==> config.mk <==
export PLATFORM = sky130hd
export DESIGN_NAME = tm1638_display_sequencer
export DESIGN_NICKNAME = d
export VERILOG_FILES = /design/src/rtl/tm1638_display_sequencer.sv
export SDC_FILE = /design/constraint.sdc
export NUM_CORES = 1
export LEC_CHECK = 0
export CAP_MARGIN = 10
export CORE_ASPECT_RATIO = 0.75
export CORE_UTILIZATION = 32
export CTS_CLUSTER_DIAMETER = 150
export CTS_CLUSTER_SIZE = 12
export DETAILED_ROUTE_END_ITERATION = 7
export MAX_ROUTING_LAYER = met4
export SYNTH_ARGS = -nofsm -noshare
export SYNTH_HDL_FRONTEND = slang
export SYNTH_SLANG_ARGS = --single-unit
==> constraint.sdc <==
create_clock -name _50MHz_CLK -period 11.75 [get_ports _50MHz_CLK]
set_input_delay 1.175 -clock _50MHz_CLK [delete_from_list [all_inputs] [get_ports _50MHz_CLK]]
set_output_delay 1.175 -clock _50MHz_CLK [all_outputs]
set_load 0.005 [all_outputs]
==> src/rtl/tm1638_display_sequencer.sv <==
// Purpose : snapshots eight 7-seg patterns and serialises the full TM1638 write (mode, addr+data, display ctrl).
// Latency : busy/stb assert on the edge that samples update; done pulses 310*CLK_DIV cycles later.
// Backpre.: update while busy merges into one pending request, replayed directly from the last frame gap.
//
// Ports:
//   _50MHz_CLK            system clock (rising edge)
//   rst                   synchronous active-high reset
//   update                refresh request, sampled every cycle
//   LED7SEG_0..LED7SEG_7  segment patterns, bit 0 shifted first
//   busy                  transaction in progress
//   done                  one-cycle completion pulse
//   clk, stb, dio         TM1638 serial pins (clk idles high, stb active low, dio write-only)
module tm1638_display_sequencer #(
  parameter int         CLK_DIV    = 25,
  parameter logic [2:0] BRIGHTNESS = 3'd7
) (
  input  logic       _50MHz_CLK,
  input  logic       rst,
  input  logic       update,
  input  logic [7:0] LED7SEG_0,
  input  logic [7:0] LED7SEG_1,
  input  logic [7:0] LED7SEG_2,
  input  logic [7:0] LED7SEG_3,
  input  logic [7:0] LED7SEG_4,
  input  logic [7:0] LED7SEG_5,
  input  logic [7:0] LED7SEG_6,
  input  logic [7:0] LED7SEG_7,
  output logic       busy,
  output logic       done,
  output logic       clk,
  output logic       stb,
  output logic       dio
);

  localparam int CW = (CLK_DIV > 1) ? $clog2(CLK_DIV) : 1;
  localparam logic [CW-1:0] CNT_LAST = CW'(CLK_DIV - 1);

  typedef enum logic [2:0] {
    IDLE,
    STB_SETUP,
    SHIFT_LO,
    SHIFT_HI,
    STB_GAP
  } state_t;

  state_t        state_q, state_n;
  logic [CW-1:0] cnt_q, cnt_n;
  logic [2:0]    bit_q, bit_n;
  logic [4:0]    byte_q, byte_n;
  logic [1:0]    frame_q, frame_n;
  logic [63:0]   snap_q, snap_n;
  logic          pending_q, pending_n;

  logic          clk_n, stb_n, dio_n, busy_n, done_n;
  logic          phase_end;
  logic          last_byte;
  logic          start;
  logic [7:0]    cur_byte_n;

  // Byte b of frame f. Frame 1 (index 1) interleaves digit patterns at even
  // addresses with zeros for the discrete LEDs at odd addresses.
  function automatic logic [7:0] frame_byte(input logic [1:0]  f,
                                            input logic [4:0]  b,
                                            input logic [63:0] s);
    logic [2:0] digit;
    digit      = 3'((b - 5'd1) >> 1);
    frame_byte = 8'h00;
    case (f)
      2'd0:    frame_byte = 8'h40;
      2'd1: begin
        if (b == 5'd0)
          frame_byte = 8'hC0;
        else if (b[0])
          frame_byte = s[{digit, 3'b000} +: 8];
        else
          frame_byte = 8'h00;
      end
      default: frame_byte = 8'h88 | {5'b00000, BRIGHTNESS};
    endcase
  endfunction

  assign phase_end = (cnt_q == CNT_LAST);
  assign last_byte = (frame_q == 2'd1) ? (byte_q == 5'd16) : 1'b1;

  always_ff @(posedge _50MHz_CLK) begin
    if (rst)
      state_q <= IDLE;
    else
      state_q <= state_n;
  end

  always_comb begin
    state_n   = state_q;
    cnt_n     = phase_end ? '0 : cnt_q + CW'(1);
    bit_n     = bit_q;
    byte_n    = byte_q;
    frame_n   = frame_q;
    snap_n    = snap_q;
    pending_n = pending_q;
    done_n    = 1'b0;
    start     = 1'b0;

    if (state_q != IDLE && update)
      pending_n = 1'b1;

    case (state_q)
      IDLE: begin
        cnt_n = '0;
        if (update)
          start = 1'b1;
      end
      STB_SETUP: begin
        if (phase_end)
          state_n = SHIFT_LO;
      end
      SHIFT_LO: begin
        if (phase_end)
          state_n = SHIFT_HI;
      end
      SHIFT_HI: begin
        if (phase_end) begin
          if (bit_q != 3'd7) begin
            bit_n   = bit_q + 3'd1;
            state_n = SHIFT_LO;
          end else if (!last_byte) begin
            bit_n   = 3'd0;
            byte_n  = byte_q + 5'd1;
            state_n = SHIFT_LO;
          end else begin
            state_n = STB_GAP;
          end
        end
      end
      STB_GAP: begin
        if (phase_end) begin
          if (frame_q == 2'd2) begin
            done_n = 1'b1;
            // A request seen on this final edge counts as merged as well.
            if (pending_q || update)
              start = 1'b1;
            else
              state_n = IDLE;
          end else begin
            frame_n = frame_q + 2'd1;
            byte_n  = 5'd0;
            bit_n   = 3'd0;
            state_n = STB_SETUP;
          end
        end
      end
      default: state_n = IDLE;
    endcase

    if (start) begin
      snap_n    = {LED7SEG_7, LED7SEG_6, LED7SEG_5, LED7SEG_4,
                   LED7SEG_3, LED7SEG_2, LED7SEG_1, LED7SEG_0};
      state_n   = STB_SETUP;
      frame_n   = 2'd0;
      byte_n    = 5'd0;
      bit_n     = 3'd0;
      cnt_n     = '0;
      pending_n = 1'b0;
    end

    // Pin values are registered from the next state so each phase change
    // moves clk/stb/dio together on one edge, glitch-free.
    cur_byte_n = frame_byte(frame_n, byte_n, snap_n);
    clk_n      = (state_n != SHIFT_LO);
    stb_n      = !(state_n == STB_SETUP || state_n == SHIFT_LO || state_n == SHIFT_HI);
    dio_n      = (state_n == SHIFT_LO || state_n == SHIFT_HI) ? cur_byte_n[bit_n] : 1'b1;
    busy_n     = (state_n != IDLE);
  end

  always_ff @(posedge _50MHz_CLK) begin
    if (rst) begin
      cnt_q     <= '0;
      bit_q     <= '0;
      byte_q    <= '0;
      frame_q   <= '0;
      snap_q    <= '0;
      pending_q <= 1'b0;
      clk       <= 1'b1;
      stb       <= 1'b1;
      dio       <= 1'b1;
      busy      <= 1'b0;
      done      <= 1'b0;
    end else begin
      cnt_q     <= cnt_n;
      bit_q     <= bit_n;
      byte_q    <= byte_n;
      frame_q   <= frame_n;
      snap_q    <= snap_n;
      pending_q <= pending_n;
      clk       <= clk_n;
      stb       <= stb_n;
      dio       <= dio_n;
      busy      <= busy_n;
      done      <= done_n;
    end
  end

endmodule

# Word-level counts from Yosys, hierarchy flattened
# Cells that the tools add are included.
[op_classes] bitwise_logic=3 magnitude_cmp=1 n_eq_ne=14 mux=41 shift=1 reduce_logical=15 addsub=5
[op_table] operator="$mux W64" n=1
[op_table] operator="$shiftx A64 B7 Y8" n=1
[op_table] operator="$mux W3" n=15
[op_table] operator="$mux W5" n=6
[op_table] operator="$mux W8" n=2
[op_table] operator="$pmux W8 S2" n=1
[op_table] operator="$pmux W3 S5" n=1
[op_table] operator="$eq A3 B2 Y1 const B" n=4
[op_table] operator="$add A5 B1 Y5 const B" n=2
[op_table] operator="$eq A5 B5 Y1 const B" n=2
[op_table] operator="$pmux W5 S2" n=1
[op_table] operator="$mux W2" n=4
[op_table] operator="$mux W1" n=7
[op_table] operator="$eq A3 B1 Y1 const B" n=2
[op_table] operator="$pmux W3 S2" n=1
[op_table] operator="$reduce_bool A3 Y1" n=2
[op_table] operator="$logic_not A5 Y1" n=1
[op_table] operator="$eq A2 B1 Y1 const B" n=2
[op_table] operator="$logic_or A1 B1 Y1" n=4
[op_table] operator="$lt A3 B4 Y1 const B" n=1
[op_table] operator="$reduce_or A2 Y1" n=2
[op_table] operator="$reduce_or A4 Y1" n=1
[op_table] operator="$sub A4 B1 Y4 const B" n=1
[op_table] operator="$add A3 B1 Y3 const B" n=1
[op_table] operator="13 further kinds" n=15
[word_totals] in_bits=67 wordCells=92 out_inout_bits=5 regBits=88

# Longest topological paths before layout
[logic_depth] depth_word=14 depth_mapped=21 depth_no_buf=17

# Worst setup path after synthesis
# No wires, ideal clock.
[synth_path] path_kind="input to register" from="in update" to="reg dio" stages=16 setup_time_ps=130 required_ps=11620 path_slack_ps=6814 n_path_buf=7 arrival_ps=4806 path_cell_list="nor4b_2 a31oi_1 buf_2 buf_4 clkbuf_1 buf_1 nand2_1 ha_1 clkbuf_1 buf_1 clkbuf_1 mux4_1 nor3b_1 a31oi_1 o211ai_1 nand4_1"
[synth_via] elab_chain_len=13 word_cells_on_any_way=30 cone_classes="add/sub: 1; eq/ne: 3; shift: 1; mux: 19; bitwise: 1; reduce/logical: 5"
[synth_lines] element="start, declared" line="19" rtl="input logic update,"
[synth_lines] element="$logic_or A1 B1 Y1" line="139" rtl="if (pending_q || update)"
[synth_lines] element="$mux W1" line="139"
[synth_lines] element="$mux W1" line="136" rtl="if (frame_q == 2'd2) begin"
[synth_lines] element="$mux W1" line="135" rtl="if (phase_end) begin"
[synth_lines] element="$pmux W1 S2" line="106" rtl="case (state_q)"
[synth_lines] element="$mux W5" line="154" rtl="if (start) begin"
[synth_lines] element="$sub A4 B1 Y4" line="66" rtl="digit = 3'((b - 5'd1) >> 1);"
[synth_lines] element="$shiftx A64 B7 Y8" line="74" rtl="frame_byte = s[{digit, 3'b000} +: 8];"
[synth_lines] element="$mux W8" line="73" rtl="else if (b[0])"
[synth_lines] element="$mux W8" line="71" rtl="if (b == 5'd0)"
[synth_lines] element="$pmux W8 S2" line="68" rtl="case (f)"
[synth_lines] element="$bmux W1 S3" line="170" rtl="dio_n = (state_n == SHIFT_LO || state_n == SHIFT_HI) ? cur_byte_n[bit_n] : 1'b1;"
[synth_lines] element="$mux W1 (not written as such)" line="170"
[synth_lines] element="end signal, assigned" line="196" rtl="dio <= dio_n;"
[synth_lines] element="end, declared" line="32" rtl="output logic dio"
# Several ways; a longest one is shown, not always the timed one. The select of a mux whose other input is x is not followed.
# A chain may end at the register's enable or synchronous reset.

# Final worst setup path
# Same ends and word-level chain as after synthesis.

==> key figures <==
STA
  – RSZ-0062 raised after global routing: no
  – Peak Freq: ~190 MHz
  – Slew Limit Fails: 0
  – Setup violators final: 0
  – Part of the cycle the worst path needs: 46.0%
  – Worst Tran Pin Value: between 1 and 1.5 ns
  – Skew final: 0.00566 ns
  – Setup TNS: 0 ns
  – Post-layout min period: between 5 and 6 ns
  – Hold Violations, Final: 0
  – Relative slew slack: 30.2%

Clock tree
  – Clk sink count: 88
  – Hold buffers post-CTS: 0
  – CTS max path bufs: 2
  – PostCTS Resize Cnt: 0
  – Clock transition at path regs: 0.07 ns
  – Clk Latency, worst-skew pair: 0.34 ns
  – CTS buffer count: 9
  – H-tree levels: 3
  – Setup bufs post-CTS: 0
  – Root Driver: clkbuf_16
  – CTS tree: yes

Final layout
  – Fillers: 1,514
  – Core Util, Final: 40.2%
  – ANT cells: 0
  – Share of layout cells above drive strength 1: 7.12%
  – Synthesis-to-layout area growth: 22.9%
  – Commonest non-fill, non-tap cell in the layout: nand2_1
  – Most frequent cells in the layout: nand2_1 (106), dfxtp_1 (88), clkdlybuf4s50_1 (70)
  – Reg area: 1760 um2
  – Area of the multi-input gates: 3000 um2
  – # nets final: 719

GRT
  – Gr usage total: 18.8%
  – Largest net degree at the start of global routing: 71
  – GRT Residual Overflow: 0
  – Global-route wire length before repair: 22.9 mm
  – Initial antenna violation count: 0
  – Vias in the first global route: 4,430

Synthesis
  – Syn_nets: 676
  – Number of synthesized register bits: 88
  – Sequential cell area fraction in the yosys report: between 30% and 40%
  – Synth async-reset ratio: 0%
  – Synth Flop Type: dfxtp_1
  – Synth Cell Area: approximately 5000 um2
  – Area contributors post-synth: dfxtp_1 (36%), nand2_1 (8.0%), mux2i_1 (7.7%), a21oi_1 (5.7%), nor2_1 (4.2%)
  – Share of the synthesized area in the top cell type: 35.5%
  – Syn Inst Count: 598
  – Post-synth EDFFs: 0
  – Yosys top cell by area: dfxtp_1
  – Avg Cell Area, Syn: 8.29 um2
  – Cell variety after synth: 73
  – Warnings from Yosys: 0

Worst setup path
  – Crit start category: primary input
  – Critical path type: primary input to flip-flop
  – Reg2Reg Depth: 12
  – R2r startpoint: state_q[0]
  – CP Data Required Time: roughly 12 ns
  – CP Data Arrival Time: roughly 5.6 ns
  – Critical path peak fanout: 24
  – Crit path capture type: flip-flop
  – Worst flop-to-flop path endpoint: dio
  – Flop-to-flop setup slack: ~6.7 ns

Route
  – Vias per cell: roughly 5.5
  – WL final: 14.4 mm
  – WL/cell: 16.9 um
  – Drt drc: 0
  – Antenna-violating nets left: 0
  – Pre-antenna DRT Iters: 5
  – Iteration-0 DRC Markers: 371
  – Via count: ~4,700

Job
  – MaxCap Viol Count: 0

Die
  – Die H: 110 um
  – Die X: 146 um
  – Core ar.: 15,200 um2
  – I/O pin total: 72
  – Starting Density: between 30 and 40%
  – Die area: 16,000 um2
  – # rows: 39

Power
  – P_leak: 2.24 nW
  – Pwr Density: approximately 120 nW/um2
  – Peak supply drop: 0.0624 mV

Outcome
  – Outcome: complete, no violations

Hold path
  – Worst Hold End: snap_q[55]
  – Hold path cells: 2
  – Worst min-delay path startpoint: snap_q[55]
  – Hold WC Path Type: flip-flop to flip-flop

Place
  – Detailed Place HPWL: 10.3 mm
  – Gpl congestion: approximately 0.89
  – I/O Buffers: between 70 and 80
==> how the worst max path moves through the flow <==
stage	startpoint	to	slack (ns)	cells after the start
2_1_floorplan	update	dio	6.81	16
3_3_place_gp	update	dio	6.09	13
3_5_place_dp	update	dio	6.01	12
4_1_cts	update	dio	6.34	12
5_1_grt	update	dio	6.02	15
6_report	update	dio	6.35	12
==> cell families after synthesis <==
group | after synthesis | share of synthesized area [%]
xor gates and xnor gates | 4 | 0.858
muxes | 54 | 13.2
buffers and inverters | 54 | 4.54
DFF | 88 | 35.5
AOI/OAI and AO/OA | 149 | 19.7
adders and majority gates | 11 | 2.78
and+or+nand+nor | 238 | 23.3
==> cell type report <==
| type | count | area share (%) |
|---|---|---|
| well taps | 205 | 4.21 |
| clock buffers | 10 | 3.76 |
| flip-flops and latches | 88 | 28.9 |
| multi-input cells | 456 | 49.1 |
| repair buffers | 77 | 12.3 |
| clock inverters | 6 | 1.11 |
| inverters | 9 | 0.554 |
==> stage by stage <==
stage / total power, mW / instances / instance area, um2 / hold slack [ns] / setup slack [ns]
global placement: 0.424 / 835 / 5800 / 0.437 / 6.09
CTS: 0.713 / 851 / 6090 / 0.451 / 6.34
finish: 0.707 / 851 / 6090 / 0.450 / 6.35
global route: 0.738 / 851 / 6090 / 0.475 / 6.02
floorplan: 0.384 / 598 / 4960 / 0.427 / 6.81
detailed placement: 0.426 / 835 / 5800 / 0.441 / 6.01
==> routing by layer <==
layer | track usage, % | part of all wire [%] | vias to the layer above
met5 | - | 0 | -
met4 | 4.96 | 1.4 | 0
met3 | 4.27 | 6.8 | 26
met2 | 28.9 | 44 | 174
met1 | 24.9 | 48 | 2249
li1 | - | - | 2267
==> power breakdown <==
group	switching, mW	leakage [nW]	internal, mW
clock	0.122	0.139	0.166
combinational	0.0499	1.38	0.0476
sequential	0.00879	0.720	0.314
==> flip-flops by register name, indices dropped and copies added (netlist names) <==
signal	count
byte_q	5
frame_q	2
clk	1
done	1
stb	1
bit_q	3
state_q	3
pending_q	1
busy	1
dio	1
snap_q	64
cnt_q	5
==> critical path: stages <==
cell             delay (ns)
clkdlybuf4s50_1        0.47
o21a_1                 0.37
a31oi_4                0.73
nand2_1                0.27
ha_1                   0.48
and2_1                 0.25
a211oi_2               0.74
mux4_1                 0.65
nor3b_1                0.18
a31oi_1                0.07
o211ai_1               0.13
nand4_1                0.09
==> synthesized netlist by cell type, drive strengths merged (4+ instances only) <==
cell	count
mux2i	39
nor2	56
mux2	8
nor4	12
nand4	6
inv	9
a211oi	8
o22ai	4
o21ai	17
nor3b	4
clkbuf	28
ha	11
nand2	106
o41ai	4
o21a	5
dfxtp	88
a31oi	14
o211ai	5
a2111oi	4
nor3	5
nand3	12
a221oi	5
a21oi	57
buf	17
mux4	7
nor2b	5
No activity file was read; power rests on OpenSTA's default activity.
